[config.mk]
export PLATFORM = sky130hd
export DESIGN_NAME = range_frame_sequencer
export DESIGN_NICKNAME = d
export VERILOG_FILES = /design/src/rtl/range_seq_pkg.sv /design/src/rtl/range_seq_watchdog.sv /design/src/rtl/range_frame_sequencer.sv
export SDC_FILE = /design/constraint.sdc
export NUM_CORES = 1
export LEC_CHECK = 0
export CAP_MARGIN = 20
export CELL_PAD_IN_SITES_DETAIL_PLACEMENT = 0
export CELL_PAD_IN_SITES_GLOBAL_PLACEMENT = 1
export CORE_MARGIN = 2
export CORE_UTILIZATION = 44
export CTS_BUF_LIST = sky130_fd_sc_hd__clkbuf_4 sky130_fd_sc_hd__clkbuf_8 sky130_fd_sc_hd__clkbuf_16
export CTS_CLUSTER_DIAMETER = 50
export DETAILED_ROUTE_END_ITERATION = 8
export GPL_TIMING_DRIVEN = 0
export PLACE_DENSITY = 0.84
export SLEW_MARGIN = 20
export SYNTH_ARGS = -nofsm -noshare
export SYNTH_HDL_FRONTEND = slang
export SYNTH_SLANG_ARGS = --single-unit
[constraint.sdc]
create_clock -name aclk -period 19 [get_ports aclk]
set_input_delay 4.75 -clock aclk [delete_from_list [all_inputs] [get_ports aclk]]
set_output_delay 4.75 -clock aclk [all_outputs]
set_load 0.005 [all_outputs]
[src/rtl/range_seq_pkg.sv]
// rtl/range_seq_pkg.sv - shared state encodings, constants and width helper for range_frame_sequencer
package range_seq_pkg;

  localparam int NIBBLES = 16;

  typedef logic [2:0] state_t;

  localparam state_t ST_IDLE      = 3'd0;
  localparam state_t ST_LOAD_THR  = 3'd1;
  localparam state_t ST_CAPTURE   = 3'd2;
  localparam state_t ST_WAIT_PEAK = 3'd3;
  localparam state_t ST_NEXT      = 3'd4;
  localparam state_t ST_DONE      = 3'd5;

  // Bits needed to index 0..n-1 (at least 1).
  function automatic int cnt_width(input int unsigned n);
    int w;
    w = 1;
    while ((64'd1 << w) < 64'(n)) w++;
    return w;
  endfunction

endpackage

[src/rtl/range_seq_watchdog.sv]
// rtl/range_seq_watchdog.sv - WAIT_PEAK cycle counter; expired on the LIMIT-th consecutive enabled cycle
module range_seq_watchdog
  import range_seq_pkg::*;
#(
  parameter int unsigned LIMIT = 1048576
) (
  input  logic aclk,
  input  logic areset,
  input  logic clear,
  input  logic enable,
  output logic expired
);

  localparam int W = cnt_width(LIMIT);

  logic [W-1:0] count;

  assign expired = enable && (count == W'(LIMIT - 1));

  always_ff @(posedge aclk or posedge areset) begin
    if (areset) begin
      count <= '0;
    end else if (clear) begin
      count <= '0;
    end else if (enable && !expired) begin
      count <= count + 1'b1;
    end
  end

endmodule

[src/rtl/range_frame_sequencer.sv]
// rtl/range_frame_sequencer.sv - frames ADC samples into FFT_LEN captures and sequences peak reports per chirp
// Optional WAIT_PEAK watchdog enabled by defining RANGE_SEQ_TIMEOUT_EN.
module range_frame_sequencer
  import range_seq_pkg::*;
#(
  parameter int unsigned FFT_LEN        = 8192,
  parameter int unsigned TIMEOUT_CYCLES = 1048576
) (
  input  logic        aclk,
  input  logic        areset,
  input  logic        start,
  input  logic        abort,
  input  logic [31:0] chirp_count_max,
  input  logic [63:0] threshold_i,
  input  logic [63:0] threshold_q,
  input  logic        s_iq_tvalid,
  output logic        m_iq_tvalid,
  output logic        m_iq_tlast,
  output logic        m_iq_first,
  input  logic        m_iq_tready,
  output logic [63:0] counter_id,
  output logic [7:0]  threshold_ctrl_i,
  output logic [7:0]  threshold_ctrl_q,
  input  logic        pk_tvalid,
  input  logic        pk_tlast,
  output logic        pk_tready,
  output logic        busy,
  output logic        done,
  output logic        overrun_err,
  output logic        timeout_err
);

  localparam int CW = cnt_width(FFT_LEN);
  localparam logic [CW-1:0] LAST_IDX = CW'(FFT_LEN - 1);

  state_t        state;
  logic [CW-1:0] sample_cnt;
  logic [31:0]   frame_cnt;
  logic [31:0]   frame_max;
  logic [63:0]   thr_i_q;
  logic [63:0]   thr_q_q;
  logic [3:0]    nib_idx;
  logic          beat;
  logic          pk_last_xfer;
  logic          wd_expired;

  // Gating with areset keeps the sample strobes low for the whole reset pulse.
  assign m_iq_tvalid  = !areset && (state == ST_CAPTURE) && s_iq_tvalid;
  assign m_iq_first   = m_iq_tvalid && (sample_cnt == '0);
  assign m_iq_tlast   = m_iq_tvalid && (sample_cnt == LAST_IDX);
  assign beat         = m_iq_tvalid && m_iq_tready;
  assign pk_tready    = (state == ST_WAIT_PEAK);
  assign pk_last_xfer = pk_tvalid && pk_tready && pk_tlast;
  assign busy         = (state != ST_IDLE);
  assign done         = (state == ST_DONE);

`ifdef RANGE_SEQ_TIMEOUT_EN
  logic timeout_q;

  range_seq_watchdog #(
    .LIMIT (TIMEOUT_CYCLES)
  ) u_watchdog (
    .aclk    (aclk),
    .areset  (areset),
    .clear   (state != ST_WAIT_PEAK),
    .enable  (state == ST_WAIT_PEAK),
    .expired (wd_expired)
  );

  always_ff @(posedge aclk or posedge areset) begin
    if (areset) begin
      timeout_q <= 1'b0;
    end else if (!abort) begin
      if (state == ST_IDLE && start) begin
        timeout_q <= 1'b0;
      end else if (wd_expired && !pk_last_xfer) begin
        timeout_q <= 1'b1;
      end
    end
  end

  assign timeout_err = timeout_q;
`else
  assign wd_expired  = 1'b0;
  assign timeout_err = 1'b0;
`endif

  always_ff @(posedge aclk or posedge areset) begin
    if (areset) begin
      state            <= ST_IDLE;
      sample_cnt       <= '0;
      frame_cnt        <= '0;
      frame_max        <= 32'd1;
      thr_i_q          <= '0;
      thr_q_q          <= '0;
      nib_idx          <= '0;
      counter_id       <= '0;
      threshold_ctrl_i <= '0;
      threshold_ctrl_q <= '0;
      overrun_err      <= 1'b0;
    end else if (abort) begin
      state      <= ST_IDLE;
      sample_cnt <= '0;
    end else begin
      case (state)
        ST_IDLE: begin
          if (start) begin
            state       <= ST_LOAD_THR;
            frame_max   <= (chirp_count_max == 32'd0) ? 32'd1 : chirp_count_max;
            thr_i_q     <= threshold_i;
            thr_q_q     <= threshold_q;
            frame_cnt   <= '0;
            sample_cnt  <= '0;
            nib_idx     <= '0;
            overrun_err <= 1'b0;
          end
        end
        ST_LOAD_THR: begin
          threshold_ctrl_i <= {nib_idx, thr_i_q[{nib_idx, 2'b00} +: 4]};
          threshold_ctrl_q <= {nib_idx, thr_q_q[{nib_idx, 2'b00} +: 4]};
          nib_idx          <= nib_idx + 1'b1;
          if (nib_idx == 4'(NIBBLES - 1)) state <= ST_CAPTURE;
        end
        ST_CAPTURE: begin
          if (beat) begin
            if (sample_cnt == LAST_IDX) begin
              sample_cnt <= '0;
              state      <= ST_WAIT_PEAK;
            end else begin
              sample_cnt <= sample_cnt + 1'b1;
            end
          end else if (s_iq_tvalid && !m_iq_tready) begin
            overrun_err <= 1'b1;
          end
        end
        ST_WAIT_PEAK: begin
          if (pk_last_xfer || wd_expired) state <= ST_NEXT;
        end
        ST_NEXT: begin
          counter_id <= counter_id + 64'd1;
          frame_cnt  <= frame_cnt + 32'd1;
          state      <= (frame_cnt + 32'd1 == frame_max) ? ST_DONE : ST_CAPTURE;
        end
        ST_DONE: begin
          state <= ST_IDLE;
        end
        default: begin
          state <= ST_IDLE;
        end
      endcase
    end
  end

endmodule

# --- Word level (Yosys, flattened, before mapping) ---
# Cells that the tools add are included.
word_totals:
  out_inout_bits: 88
  mem_bits_rw: 0
  wordCells: 82
  regBits: 293
  memories: 0
  latchBits: 0
  in_bits: 168
  rom_bits: 0
op_classes:
  multipliers: 0
  div_mod_pow: 0
  reduce_logical: 26
  n_mux: 22
  bitwise_logic: 1
  addsub: 4
  eq_ne: 16
  order_cmp: 0
  shift: 2
op_table:
  columns: ["op", "n"]
  rows:
  - ["64-bit by 7-bit variable part select with 4-bit output", 2]
  - ["64-bit by 1-bit adder with 64-bit output (second input constant)", 1]
  - ["32-bit two-way mux", 2]
  - ["32-bit one-hot mux with 2 select lines", 1]
  - ["13-bit two-way mux", 4]
  - ["32-bit by 1-bit adder with 32-bit output (second input constant)", 1]
  - ["32-bit equality test", 1]
  - ["32-bit zero test", 1]
  - ["13-bit one-hot mux with 2 select lines", 1]
  - ["3-bit two-way mux", 7]
  - ["3-bit one-hot mux with 5 select lines", 1]
  - ["13-bit by 1-bit adder with 13-bit output (second input constant)", 1]
  - ["13-bit equality test (second input constant)", 1]
  - ["13-bit zero test", 1]
  - ["3-bit AND reduction", 4]
  - ["5-bit AND reduction", 2]
  - ["3-bit inequality test (second input constant)", 3]
  - ["1-bit logical AND", 8]
  - ["4-bit one-hot mux with 2 select lines", 1]
  - ["3-bit by 2-bit equality test with 1-bit output (second input constant)", 2]
  - ["3-bit equality test (second input constant)", 2]
  - ["3-bit by 2-bit inequality test with 1-bit output (second input constant)", 2]
  - ["2-bit nonzero test", 3]
  - ["3-bit nonzero test", 2]
  - ["12 further kinds", 17]

# --- Longest topological paths before layout ---
logic_depth:
  depth_word: 7
  mapped_depth: 10
  ltp_nobuf: 8

# --- Least setup slack after synthesis ---
# OpenSTA, ideal clock, no wires.
synth_path:
  kind: "input-to-output"
  from: "in areset"
  to: "out m_iq_first"
  setup_slack_ps: 8712
  cell_stages: 2
  arrival_time_ps: 5538
  required_time_ps: 14250
  cell_sequence: "nor4_1 > and4_1"
synth_via:
  elab_chain_len: 4
synth_lines:
  columns: ["element", "line", "source"]
  rows:
  - ["from (decl)", "range_frame_sequencer.sv:10", "input logic areset,"]
  - ["1-bit zero test (no source line)", null, null]
  - ["1-bit logical AND (2 in a row)", "range_frame_sequencer.sv:48", "assign m_iq_tvalid = !areset && (state == ST_CAPTURE) && s_iq_tvalid;"]
  - ["1-bit logical AND", "range_frame_sequencer.sv:49", "assign m_iq_first = m_iq_tvalid && (sample_cnt == '0);"]
  - ["to (decl)", "range_frame_sequencer.sv:19", "output logic m_iq_first,"]
# No other way between the ends.

# --- Worst setup path after layout ---
# Ends and elaborated chain as after synthesis.

==> results.py <==
metrics = {
    "detailed_routing": {
        "wl_met3_microns": 1800,
        "wl_met1_microns": 17630,
        "route.detailed.drc": 0,
        "ant_nets": 0,
        "dr.pass1.iters": 5,
        "vias_per_cell": 5.336,
        "drtIter0Drc": 784,
        "route.met2.wl_microns": 18660,
        "post_drt_wl_per_cell_microns": 17.56,
        "top_layer": "met4",
        "vias": 11851,
        "drt_wl_total_microns": 39010,
    },
    "clocking": {
        "cts.htree.levels": 2,
        "cts-root-buf": "clkbuf_16",
        "post_cts_buffers": 0,
        "path_clk_slew_ps": 60,
        "clock-sinks": 289,
        "cts_tree": "built",
        "clk_path_buf_depth": 3,
        "numCtsBuffers": 37,
        "ctsHoldBuffers": 0,
        "clkLatencyLatePin_ps": 520,
        "ctsResizeCount": 0,
    },
    "logic_synthesis": {
        "syn_area_sq_mm": 0.01415,
        "synth_cell_type_count": 64,
        "syn_avg_cell_area_sq_um": 9.461,
        "ys_ff_latch": 289,
        "synthesis.nets": 1669,
        "synth_top_area_share_pct": 50.92,
        "synth_top_cell_by_area": "dfrtp_1",
        "yosys_most_used_dff": "dfrtp_1",
        "ys_warn_count": 0,
        "synth-edff-count": 0,
        "synth.area.top_cells": "dfrtp_1, nand2_1, mux4_2",
        "synth_cells": 1496,
        "seq_area_frac_synth_pct": 51.11,
        "postSynth.asyncResetShare_pct": 100.0,
    },
    "global_route": {
        "grt_max_degree": 102,
        "grt_antenna_before_repair": 0,
        "grt_pass1_wl_microns": 63340,
        "grt.overflow.total": 0,
        "grt_usage_pct": 23.67,
        "first_global_vias": 11855,
    },
    "run": {
        "maxCapViolCount": 0,
    },
    "critical_path": {
        "path_class": "input port to output port",
        "r2r_end": "state[1]",
        "reg2reg_from": "frame_cnt[0]",
        "worst-r2r-setup-slack_ps": 15670,
        "crit_arrival_ps": 7080,
        "cp_max_fo": 5,
        "cp.required_ps": 14250,
        "worstSetupEndpointType": "output port",
        "reg2reg_depth": 9,
        "start_kind": "input port",
    },
    "timing": {
        "finalMaxSlewViolations": 0,
        "setup_viol": 0,
        "tightest_slew_ps": 1035,
        "post-route-min-period_ps": 11830,
        "clock_skew_ps": 16.59,
        "period_share_pct": 62.25,
        "rsz0062_at_grt": "no",
        "fmax_mhz": 84.54,
        "tns_ps": 0,
        "hold_viol": 0,
        "max_slew_margin_pct": 30.37,
    },
    "power": {
        "p_leak_nw": 8.407,
        "p_switching_mw": 0.7244,
        "peakVddDrop_mv": 0.06676,
        "switching_share_pct": 31.49,
        "p_int_mw": 1.576,
        "power.total_mw": 2.300,
        "combPwrFrac_pct": 28.3,
        "clkPwrFrac_pct": 31.1,
        "seqPwrFrac_pct": 40.6,
        "power.density_mw_per_mm2": 124.2,
    },
    "floorplan": {
        "core_sq_mm": 0.03164,
        "die_h_microns": 183.4,
        "initial_utilization_pct": 44.74,
        "dieArea_sq_mm": 0.03362,
        "fp-row-count": 65,
        "die_width_microns": 183.4,
        "io_pins": 256,
    },
    "placed_design": {
        "place_congestion": 0.8787,
        "hpwl_microns": 28310,
        "io_buffers": 254,
    },
    "hold_path": {
        "hold_depth": 2,
        "hp-class": "register to register",
        "hold_start": "frame_max[0]",
        "min_to": "frame_max[0]",
    },
    "cells_and_area": {
        "final.fill_count": 2758,
        "mostFrequentLayoutCell": "nand2_1",
        "final_cell_mix": "nand2_1, dfrtp_1, clkdlybuf4s50_1, xnor2_1, o21ai_0",
        "drive_gt1_share_pct": 8.631,
        "fin_util_pct": 58.55,
        "syn_to_final_growth_pct": 30.87,
        "diodes": 0,
        "fin_nets": 1964,
    },
    "outcome": {
        "status": "complete, no violations",
    },
}
## per-stage QoR
stage / worst slack (ps) / cells / area (sq um) / hold WS (ps)
final: 7172 / 2221 / 18520 / 462.4
after global routing: 7156 / 2221 / 18520 / 488.3
after CTS: 7210 / 2221 / 18520 / 463.5
after detailed placement: 7214 / 2154 / 17260 / 456.4
after global placement: 2540 / 2152 / 17200 / 450.7
after floorplan: 6274 / 1496 / 14150 / 440.3
## power groups by stage
stage | Clock (mW) | Sequential, mW | Combinational [mW]
2_1_floorplan | 0 | 0.899 | 0.455
3_3_place_gp | 0 | 0.936 | 0.642
3_5_place_dp | 0 | 0.941 | 0.655
4_1_cts | 0.727 | 0.933 | 0.660
5_1_grt | 0.754 | 0.957 | 0.729
6_report | 0.715 | 0.934 | 0.651
## kinds of logic (layout without fill, tap and decap cells)
kind of cell	after synthesis	count (layout)	synth area share, %
AOI/OAI and AO/OA	143	143	6.153
adders and majority gates	5	5	0.4420
muxes	54	54	7.470
and+or+nand+nor	796	796	25.17
DFF	289	289	51.11
other	1	1	0.02650
xor gates and xnor gates	106	106	6.657
buffers and inverters	102	425	2.979
## sequential cells by signal, indices dropped and copies added (netlist names)
register          cells
sample_cnt           13
nib_idx               4
threshold_ctrl_q      4
thr_i_q              64
overrun_err           1
counter_id           64
frame_max            32
frame_cnt            32
thr_q_q              64
state                 3
threshold_ctrl_i      8
## worst max path at each step
stage,endpoint,cells past startpoint,startpoint,slack (ps)
5_1_grt,m_iq_first,4,areset,7160
3_3_place_gp,thr_i_q[35],2,areset,2540
6_report,m_iq_first,4,areset,7170
3_5_place_dp,m_iq_first,4,areset,7210
2_1_floorplan,counter_id[0],1,areset,6270
4_1_cts,m_iq_first,4,areset,7210
## synthesized netlist by cell type, types with 2 or more instances
| cell type | count |
|---|---|
| nand2_1 | 552 |
| nor4_2 | 2 |
| nor4b_1 | 6 |
| o22ai_1 | 5 |
| nand4_1 | 34 |
| dfrtp_1 | 288 |
| buf_1 | 3 |
| clkbuf_1 | 63 |
| buf_2 | 13 |
| a31oi_1 | 9 |
| o21ai_1 | 6 |
| inv_1 | 17 |
| or4_1 | 5 |
| o41a_1 | 2 |
| a41oi_1 | 2 |
| nor4_1 | 15 |
| and3_1 | 21 |
| o211ai_1 | 3 |
| nand2b_1 | 7 |
| mux2_2 | 13 |
| a21o_1 | 2 |
| o31ai_1 | 13 |
| buf_4 | 6 |
| ha_1 | 5 |
| o2111ai_1 | 2 |
| o21ai_0 | 64 |
| nand3_1 | 36 |
| and2_1 | 7 |
| xnor2_1 | 71 |
| and4_1 | 17 |
| a21oi_1 | 19 |
| or3_1 | 9 |
| and3b_1 | 2 |
| nor2_1 | 53 |
| mux4_2 | 40 |
| o31a_1 | 2 |
| a22oi_1 | 2 |
| nor3_1 | 11 |
| o41ai_1 | 5 |
| nor2b_1 | 7 |
| xor2_1 | 34 |
## layout make-up
class / instances / area [sq um] / area share, %
Clock inverter: 22 / 260.3 / 1.405
Clock buffer: 45 / 998.5 / 5.390
Timing Repair Buffer: 256 / 2597 / 14.02
Sequential cell: 289 / 7233 / 39.05
Inverter: 17 / 71.32 / 0.3850
Buffer: 85 / 357.8 / 1.932
Multi-Input combinational cell: 1105 / 6501 / 35.10
Tap cell: 402 / 503.0 / 2.715
## worst max-delay path, cell delays in order
cell	delay [ps]
clkdlybuf4s50_1	520
nor4_1	890
and4_1	400
clkdlybuf4s50_1	520
## routing by layer
metal	track usage, %	vias to the layer above
met1	32.76	5815
met5	0	-
met2	39.09	300
met4	6.496	0
li1	-	5683
met3	3.535	53
Note: power is estimated with default switching activity, not from simulation.
